File: src/rtl/tc08_pkg.sv
// Shared constants and types for the TC08 read path: mark codes, frame geometry,
// line-decoder state encoding and the decoder debug view.
package tc08_pkg;

  localparam int FRAME_LINES   = 6;
  localparam int BITS_PER_LINE = 3;
  localparam int MARK_W        = FRAME_LINES;
  localparam int DATA_W        = FRAME_LINES * BITS_PER_LINE;
  localparam int LC_W          = 3;
  localparam int WD_W          = 22;

  localparam logic [MARK_W-1:0] MK_SYNC  = 6'o25;
  localparam logic [MARK_W-1:0] MK_BLOCK = 6'o26;
  localparam logic [MARK_W-1:0] MK_GUARD = 6'o32;
  localparam logic [MARK_W-1:0] MK_LOCK  = 6'o10;
  localparam logic [MARK_W-1:0] MK_DATA  = 6'o70;
  localparam logic [MARK_W-1:0] MK_FINAL = 6'o73;
  localparam logic [MARK_W-1:0] MK_END   = 6'o22;

  typedef enum logic [1:0] {
    ST_IDLE   = 2'd0,
    ST_HUNT   = 2'd1,
    ST_LOCKED = 2'd2
  } tc08_state_e;

  typedef struct packed {
    tc08_state_e       state;
    logic [LC_W-1:0]   lc;
  } tc08_dbg_t;

  // Mark windows the TC08 accepts at a frame boundary once aligned.
  function automatic logic mk_is_valid(input logic [MARK_W-1:0] mk);
    case (mk)
      MK_SYNC, MK_BLOCK, MK_GUARD, MK_LOCK,
      MK_DATA, MK_FINAL, MK_END: return 1'b1;
      default:                   return 1'b0;
    endcase
  endfunction

endpackage

File: src/rtl/tc08_diff_sync.sv
// Synchroniser for one differential head pair: both phases pass through STAGES flops,
// the pair is valid only when the synced phases differ.
module tc08_diff_sync #(
  parameter int STAGES = 2
) (
  input  logic clk,
  input  logic rst_l,
  input  logic pos,
  input  logic neg,
  output logic pos_s,
  output logic valid
);

  logic [STAGES-1:0] pos_q;
  logic [STAGES-1:0] neg_q;

  always_ff @(posedge clk or negedge rst_l) begin
    if (!rst_l) begin
      pos_q <= '0;
      neg_q <= '0;
    end else begin
      pos_q <= {pos_q[STAGES-2:0], pos};
      neg_q <= {neg_q[STAGES-2:0], neg};
    end
  end

  assign pos_s = pos_q[STAGES-1];
  assign valid = pos_q[STAGES-1] ^ neg_q[STAGES-1];

endmodule

File: src/rtl/tc08_line_decoder.sv
// TC08 receive line decoder: turns synced TU55 head pairs into line strobes and
// 6-line frames (18 data bits + 6-bit mark) with lock, mark-error and motion status.
module tc08_line_decoder
  import tc08_pkg::*;
#(
  parameter int SYNC_STAGES = 2,
  parameter int TIMEOUT     = 2000000
) (
  input  logic              clk,
  input  logic              rst_l,
  input  logic              t_trk_rd_pos,
  input  logic              t_trk_rd_neg,
  input  logic              rdmk_rd_pos,
  input  logic              rdmk_rd_neg,
  input  logic              rdd_00_rd_pos,
  input  logic              rdd_00_rd_neg,
  input  logic              rdd_01_rd_pos,
  input  logic              rdd_01_rd_neg,
  input  logic              rdd_02_rd_pos,
  input  logic              rdd_02_rd_neg,
  output logic              line_strobe,
  output logic              frame_strobe,
  output logic [DATA_W-1:0] frame_data,
  output logic [MARK_W-1:0] frame_mark,
  output logic              locked,
  output logic              mark_err,
  output logic              moving,
  output tc08_dbg_t         dbg
);

  localparam logic [WD_W-1:0] WD_MAX  = WD_W'(TIMEOUT);
  localparam logic [WD_W-1:0] WD_LAST = WD_W'(TIMEOUT - 1);
  localparam logic [LC_W-1:0] LC_LAST = LC_W'(FRAME_LINES - 1);

  logic t_pos, t_vld;
  logic mk_pos, mk_vld;
  logic d0_pos, d0_vld;
  logic d1_pos, d1_vld;
  logic d2_pos, d2_vld;

  tc08_diff_sync #(.STAGES(SYNC_STAGES)) u_sync_t (
    .clk(clk), .rst_l(rst_l), .pos(t_trk_rd_pos), .neg(t_trk_rd_neg),
    .pos_s(t_pos), .valid(t_vld)
  );
  tc08_diff_sync #(.STAGES(SYNC_STAGES)) u_sync_mk (
    .clk(clk), .rst_l(rst_l), .pos(rdmk_rd_pos), .neg(rdmk_rd_neg),
    .pos_s(mk_pos), .valid(mk_vld)
  );
  tc08_diff_sync #(.STAGES(SYNC_STAGES)) u_sync_d0 (
    .clk(clk), .rst_l(rst_l), .pos(rdd_00_rd_pos), .neg(rdd_00_rd_neg),
    .pos_s(d0_pos), .valid(d0_vld)
  );
  tc08_diff_sync #(.STAGES(SYNC_STAGES)) u_sync_d1 (
    .clk(clk), .rst_l(rst_l), .pos(rdd_01_rd_pos), .neg(rdd_01_rd_neg),
    .pos_s(d1_pos), .valid(d1_vld)
  );
  tc08_diff_sync #(.STAGES(SYNC_STAGES)) u_sync_d2 (
    .clk(clk), .rst_l(rst_l), .pos(rdd_02_rd_pos), .neg(rdd_02_rd_neg),
    .pos_s(d2_pos), .valid(d2_vld)
  );

  tc08_state_e       state, state_nx;
  logic              t_pos_d;
  logic              line_ev;
  logic              wd_hit;
  logic [WD_W-1:0]   wd;
  logic [LC_W-1:0]   lc, lc_nx;
  logic [MARK_W-1:0] mark_sr, mark_sr_nx, mark_in;
  logic [DATA_W-1:0] data_sr, data_sr_nx, data_in;
  logic              fs_nx;
  logic              err_nx;

  // A line is sampled only when every track carries a live differential signal;
  // a dead track (both phases low) means the head is not over valid tape.
  assign line_ev = t_pos & ~t_pos_d & t_vld & mk_vld & d0_vld & d1_vld & d2_vld;
  assign wd_hit  = ~line_ev & (wd == WD_LAST);

  assign mark_in = {mark_sr[MARK_W-2:0], mk_pos};
  assign data_in = {data_sr[DATA_W-BITS_PER_LINE-1:0], d0_pos, d1_pos, d2_pos};

  always_comb begin
    state_nx   = state;
    lc_nx      = lc;
    err_nx     = mark_err;
    fs_nx      = 1'b0;
    mark_sr_nx = mark_sr;
    data_sr_nx = data_sr;
    if (line_ev) begin
      mark_sr_nx = mark_in;
      data_sr_nx = data_in;
    end
    unique case (state)
      ST_IDLE: begin
        if (line_ev) state_nx = ST_HUNT;
      end
      ST_HUNT: begin
        if (line_ev && (mark_in == MK_SYNC)) begin
          state_nx = ST_LOCKED;
          lc_nx    = '0;
          err_nx   = 1'b0;
          fs_nx    = 1'b1;
        end
      end
      ST_LOCKED: begin
        if (line_ev) begin
          if (lc == LC_LAST) begin
            lc_nx = '0;
            if (mk_is_valid(mark_in)) begin
              fs_nx = 1'b1;
            end else begin
              err_nx   = 1'b1;
              state_nx = ST_HUNT;
            end
          end else begin
            lc_nx = lc + 1'b1;
          end
        end
      end
      default: state_nx = ST_IDLE;
    endcase
    // Stalled tape: drop alignment and any half-assembled frame so the next
    // pass (possibly in the other direction) must re-acquire from scratch.
    if (wd_hit) begin
      state_nx   = ST_IDLE;
      lc_nx      = '0;
      mark_sr_nx = '0;
      data_sr_nx = '0;
    end
  end

  always_ff @(posedge clk or negedge rst_l) begin
    if (!rst_l) begin
      state <= ST_IDLE;
    end else begin
      state <= state_nx;
    end
  end

  always_ff @(posedge clk or negedge rst_l) begin
    if (!rst_l) begin
      t_pos_d      <= 1'b0;
      wd           <= '0;
      lc           <= '0;
      mark_sr      <= '0;
      data_sr      <= '0;
      line_strobe  <= 1'b0;
      frame_strobe <= 1'b0;
      frame_data   <= '0;
      frame_mark   <= '0;
      mark_err     <= 1'b0;
    end else begin
      t_pos_d      <= t_pos;
      lc           <= lc_nx;
      mark_sr      <= mark_sr_nx;
      data_sr      <= data_sr_nx;
      line_strobe  <= line_ev;
      frame_strobe <= fs_nx;
      mark_err     <= err_nx;
      if (line_ev) begin
        wd <= '0;
      end else if (wd != WD_MAX) begin
        wd <= wd + 1'b1;
      end
      if (fs_nx) begin
        frame_data <= data_in;
        frame_mark <= mark_in;
      end
    end
  end

  assign locked    = (state == ST_LOCKED);
  assign moving    = (state != ST_IDLE);
  assign dbg.state = state;
  assign dbg.lc    = lc;

endmodule

File: config.mk
export PLATFORM = sky130hd
export DESIGN_NAME = tc08_line_decoder
export DESIGN_NICKNAME = d
export VERILOG_FILES = /design/src/rtl/tc08_pkg.sv /design/src/rtl/tc08_diff_sync.sv /design/src/rtl/tc08_line_decoder.sv
export SDC_FILE = /design/constraint.sdc
export NUM_CORES = 1
export LEC_CHECK = 0
export ABC_AREA = 1
export CAP_MARGIN = 20
export CORE_ASPECT_RATIO = 1.5
export CORE_MARGIN = 2
export CORE_UTILIZATION = 30
export DETAILED_ROUTE_END_ITERATION = 10
export PLACE_DENSITY_LB_ADDON = 0.08
export SYNTH_ARGS = -nofsm -noshare
export SYNTH_HDL_FRONTEND = slang
export SYNTH_SLANG_ARGS = --single-unit
export TNS_END_PERCENT = 1
File: constraint.sdc
create_clock -name clk -period 3.02 [get_ports clk]
set_input_delay 0.302 -clock clk [delete_from_list [all_inputs] [get_ports clk]]
set_output_delay 0.302 -clock clk [all_outputs]
set_load 0.03 [all_outputs]
After elaboration in Yosys (flattened, before gate mapping)

Index checks and enable logic that the tools add are counted.

Bits in registers: 95
Input bits: 12
Output and inout bits: 34
Word-level logic and storage cells: 101

Add/subtract/negate cells: 2
Equality and inequality tests: 21
Mux-type cells: 32
Bitwise operators: 14
Reductions and logical operators: 11

Operator list:

| operator                                                | count |
|---|---|
| 2-to-1 mux 22 bit                                       | 2 |
| 2-to-1 mux 15 bit                                       | 2 |
| equality test 6 x 5 -> 1 bit, second input constant     | 4 |
| adder 22 x 1 -> 22 bit, second input constant           | 1 |
| equality test 22 x 21 -> 1 bit, second input constant   | 1 |
| inequality test 22 x 21 -> 1 bit, second input constant | 1 |
| equality test 6 bit, second input constant              | 2 |
| 2-to-1 mux 1 bit                                        | 12 |
| 2-to-1 mux 2 bit                                        | 6 |
| 2-to-1 mux 3 bit                                        | 4 |
| 2-to-1 mux 5 bit                                        | 2 |
| AND reduction 5 bit                                     | 2 |
| inequality test 3 bit, second input constant            | 3 |
| nonzero test 2 bit                                      | 4 |
| bitwise AND 1 bit                                       | 7 |
| OR reduction 7 bit                                      | 1 |
| equality test 6 x 4 -> 1 bit, second input constant     | 1 |
| inequality test 3 x 1 -> 1 bit, second input constant   | 2 |
| one-hot mux 2 bit (3 select lines)                      | 1 |
| one-hot mux 3 bit (2 select lines)                      | 1 |
| XOR 1 bit                                               | 5 |
| inequality test 2 x 1 -> 1 bit, second input constant   | 2 |
| inequality test 2 bit, second input constant            | 2 |
| one-hot mux 1 bit (2 select lines)                      | 2 |
| 9 further kinds                                         | 10 |

Depth between registers and ports, before layout

Word-level depth: 14
Depth in mapped cells: 13
Gate-level depth less buffers: 12

By module

Synthesis repeated with hierarchy kept, for this count alone.

Cells, all modules: 465
Area, all modules: 4317.9 um^2

Modules (own cells, without submodules):

| module            | instances | cells each | area each (um^2) | sequential area each (um^2) |
|---|---|---|---|---|
| tc08_line_decoder | 1         | 420        | 3723.6           | 1876.8 |
| tc08_diff_sync    | 5         | 9          | 118.9            | 100.1 |

Least setup slack after synthesis

OpenSTA, ideal clock, no wires.

Path kind: register -> register
Start point: reg state[0]
End point: reg lc[0]
Library setup time: 0.120 ns
Arrival time: 1.848 ns
Required time: 2.900 ns
Slack: 1.052 ns
Stages on the path, launching flop included: 9
Buffers on the path: 1
Clock period less this slack: 1.968 ns
Path through: dfrtp_1 > inv_1 > ha_1 > clkbuf_1 > nor2_1 > a21oi_1 > nand2_1 > o21ai_0 > inv_1

Word-level cells in the longest chain between the ends: 3
Elaborated cells between the ends (all ways): 8
Classes of those cells: eq/ne (4); mux (2); reduce/logical (2)

Ends and longest elaborated chain:

| element                                                                         | RTL line                 | source |
|---|---|---|
| start: declaration                                                              | tc08_line_decoder.sv:62  | `tc08_state_e state, state_nx;` |
| start signal: assignment                                                        | tc08_line_decoder.sv:135 | `state <= state_nx;` |
| equality test 2 bit (*)                                                         | n/a                      |  |
| via locked                                                                      | tc08_line_decoder.sv:25  | `output logic locked,` |
| inequality test 3 x 1 -> 1 bit (no source line), or another cell as far along   | n/a                      |  |
| AND reduction 3 bit (no source line) / 2-to-1 mux 3 bit (equally long branches) | n/a                      |  |
| end signal: assignment                                                          | tc08_line_decoder.sv:153 | `lc <= lc_nx;` |
| end: declaration                                                                | tc08_line_decoder.sv:67  | `logic [LC_W-1:0] lc, lc_nx;` |

The timed path passes the listed nets; every way through them passes the cells marked *.
A chain may end at the register's enable or synchronous reset.

Worst setup path after layout

Start point: reg state[0]
End point: out locked

Word-level cells in the longest chain between the ends: 1

Ends and longest elaborated chain:

| element             | RTL line                 | source |
|---|---|---|
| equality test 2 bit | tc08_line_decoder.sv:171 | `assign locked = (state == ST_LOCKED);` |
| end: declaration    | tc08_line_decoder.sv:25  |  |

No other way between the ends.

==> results summary <==
The largest net degree at the start of global routing is 82. The signal arrival time at the worst endpoint came out at between 2000 and 2500 ps. The share of the synthesized area in the top cell type came out at 0.565. After layout, the minimum clock period comes to 2390 ps.

Fill cells in the final layout number 1,433. Setup repair after global routing left no endpoint under its margin. The total nets after synthesis came out at 494. The count of final max-slew check failures came out at 0. The count of distinct cell types in the synthesized netlist is 33. The via total after detailed routing came out at between 3,000 and 4,000. The via count normalized by instance count is roughly 4.6. The via count of the first global-routing pass is around 3,400.

By area the synthesized netlist is led by dfrtp_1 56%, nand2_1 10%, nand3_1 5.7%, inv_1 5.2%, nor2_1 3.2%. STA classifies the critical path endpoint as an output pin. The total length of routed wires came out at around 9400 µm. The per-instance average area after synthesis came out at 8.84 µm². The H-tree generated during clock tree synthesis spans 3 levels. The transition time of the tightest slew-check pin is 529 ps.

The sequential element share of the synthesized area came out at 0.565. After synthesis the netlist holds a flip-flop and latch count of 95. The final worst-path cycle share is 0.792. The setup TNS after final layout is 0 ps. The initial antenna violation count came out at 0. TritonCTS built the clock tree. The worst setup path is of the register to output pin kind. The total grt overflow came out at 0. The post-synthesis instance total is 476. The insertion delay of the later-clocked pin in the worst-skew pair came out at 340 ps.

The worst hold path belongs to the class input pin to async pin. In this run the remaining antenna-violating nets after routing total 0. After clock tree synthesis, the clock-pin slew on the worst setup and hold paths is ~70 ps.

Setup violations remaining at the end of the flow were counted as 0. For this run, the top clock speed supported by timing is 418 MHz. The floorplan die height is 149 µm. Detailed placement ended at an HPWL of 6670 µm. The static leakage is ~2.5 nW. In the layout the commonest cells are 115 x nand2_1, 95 x dfrtp_1, 58 x inv_1, 48 x nand3_1, 44 x clkdlybuf4s50_1. The worst pin sits at a relative slew slack of 0.647. The floorplan step set the die width to approximately 100 µm. Of all nets on the critical path, the largest fanout is 11.

The full die area came out at 15,000 µm². For this run, design rule violations remaining after detail routing come to 0. The detailed-route wire length per cell is 13.7 µm. The initial utilization of the core area, before any placement, comes to 0.304. The clock sink count came out at 95. For this run, the detailed router's first-pass iteration total came to 4.

The number of warning messages in the yosys log came out at 0. The run finished with clean final reports. The worst setup path is launched from a register. Across the run, the number of max-cap violations was 0. The fraction of layout cells with a size suffix above 1 came out at 0.0760. The library cell used most frequently in the layout, excluding fill and tap cells, is nand2_1. The instance count after placement with tap cells included came out at 674. The DRC marker count from the first detailed-route iteration came out at 115. The non-filler instance count after layout came out at 691. The clock arrives with 7.30 ps of skew. The cell row count came out at 53. The global-route wire length before repair came out at 16,500 µm.

dfrtp_1 takes more of the synthesized area than any other cell. The final weighted congestion of routability-driven global placement is 0.759. The sequential cells in the finished layout cover a total of 2380 µm². The top-level port count is 46. The core area came out at between 10,000 and 15,000 µm². The count of endpoints failing hold in the final timing report came out at 0.

The layout-stage area growth over the synthesis result came out at 21.6%. The number of buffers created by CTS is 9. VDD sags by at most 0.000309 V. The count of antenna diodes in the layout is 0. The maximum count of clock buffers along a single path is 2. For this run, the total global-route usage over all layers was measured as 0.140. The required time at the endpoint of the critical path came out at 2720 ps. The net total in the final layout came out at 540. Input and output buffers added on the ports amount to 45.

The master cell of the clock root buffer is clkbuf_16. In the final layout, the multi-input gates occupy 1500 µm². Dividing total power by cell area gives a power density of 672 nW/µm².

The post-synthesis instance area came out at 4210 µm².
## kinds of logic after synthesis
logic type	Yosys count	synth area share
compound gates	61	0.0815
xor+xnor	4	0.00833
fa+ha+maj	6	0.0178
buf+inv	78	0.0782
flops	95	0.565
simple gates	232	0.249
## flip-flops by register name, summed over array words and instances, names as in the netlist
name             flops
wd                  22
frame_data          18
data_sr             15
frame_mark           6
mark_sr              5
lc                   3
state                2
u_sync_d0.neg_q      2
u_sync_d0.pos_q      2
u_sync_d1.neg_q      2
u_sync_d1.pos_q      2
u_sync_d2.neg_q      2
u_sync_d2.pos_q      2
u_sync_mk.neg_q      2
u_sync_mk.pos_q      2
u_sync_t.neg_q       2
u_sync_t.pos_q       2
frame_strobe         1
line_strobe          1
mark_err             1
t_pos_d              1
## through the flow
stage               total power, mW  cell area, µm²   util  setup slack (ps)  hold slack, ps
floorplan                      2.06            4210      -              1050            6.41
global placement               2.36            4800  0.346               933             335
detailed placement             2.36            4800  0.346               869             335
CTS                            3.48            5080  0.366               591             192
global route                   3.66            5120  0.369               496             352
finish                         3.44            5120  0.369               629             340
## report_power, final
group / internal, mW / leakage, nW / total [mW] / switching [mW]
combinational: 0.299 / 1.09 / 0.845 / 0.546
clock: 0.602 / 0.138 / 1.10 / 0.496
sequential: 1.39 / 1.25 / 1.49 / 0.109
## worst paths after layout
path | start | end | slack, ps | depth (start not counted)
setup / recovery | state[0] | locked | 630 | 3
hold / removal | rst_l | wd[6] | 340 | 2
setup reg to reg | u_sync_d1.pos_q[1] | frame_mark[3] | 930 | 10
hold reg to reg | u_sync_t.pos_q[0] | u_sync_t.pos_q[1] | 350 | 0
max in group asynchronous | rst_l | data_sr[0] | 2080 | 3
min in group clk | u_sync_t.pos_q[0] | u_sync_t.pos_q[1] | 350 | 0
## final cells by class
cell class / count / share of cell area
sequential: 95 / 0.465
multi-input combinational: 303 / 0.293
timing repair buffer: 51 / 0.101
clock buffer: 11 / 0.0494
inverter: 62 / 0.0455
tap: 165 / 0.0404
clock inverter: 4 / 0.00587
## per-layer routing
metal / track usage / share of wire / up-vias
met2: 0.235 / 0.50 / 56
met4: 0.0575 / 0.020 / 0
li1: - / - / 1627
met1: 0.177 / 0.45 / 1512
met3: 0.0234 / 0.030 / 12
met5: 0 / 0 / -
## cell usage after synthesis (all sizes together)
| cell | count |
|---|---|
| nand2 | 120 |
| dfrtp | 95 |
| inv | 62 |
| nand3 | 51 |
| nor2 | 39 |
| o21ai | 21 |
| a21oi | 20 |
| o22ai | 16 |
| nor3 | 12 |
| buf | 11 |
| nand4 | 8 |
| ha | 6 |
| clkbuf | 5 |
| xor2 | 3 |
| a21boi | 1 |
| a22oi | 1 |
| and3 | 1 |
| nand3b | 1 |
| o21a | 1 |
| o31ai | 1 |
| xnor2 | 1 |
## worst max-delay path, stage by stage, from the launching register on
cell,delay (ps)
dfrtp_1,440
inv_1,110
ha_1,440
clkdlybuf4s50_1,760
## timing repair
action                    CTS  global route
hold buffers                0             1
setup buffers               0             0
gates resized for setup     0             0
hold endpoints to repair    0            11
Note: power is estimated with default switching activity, not from simulation.
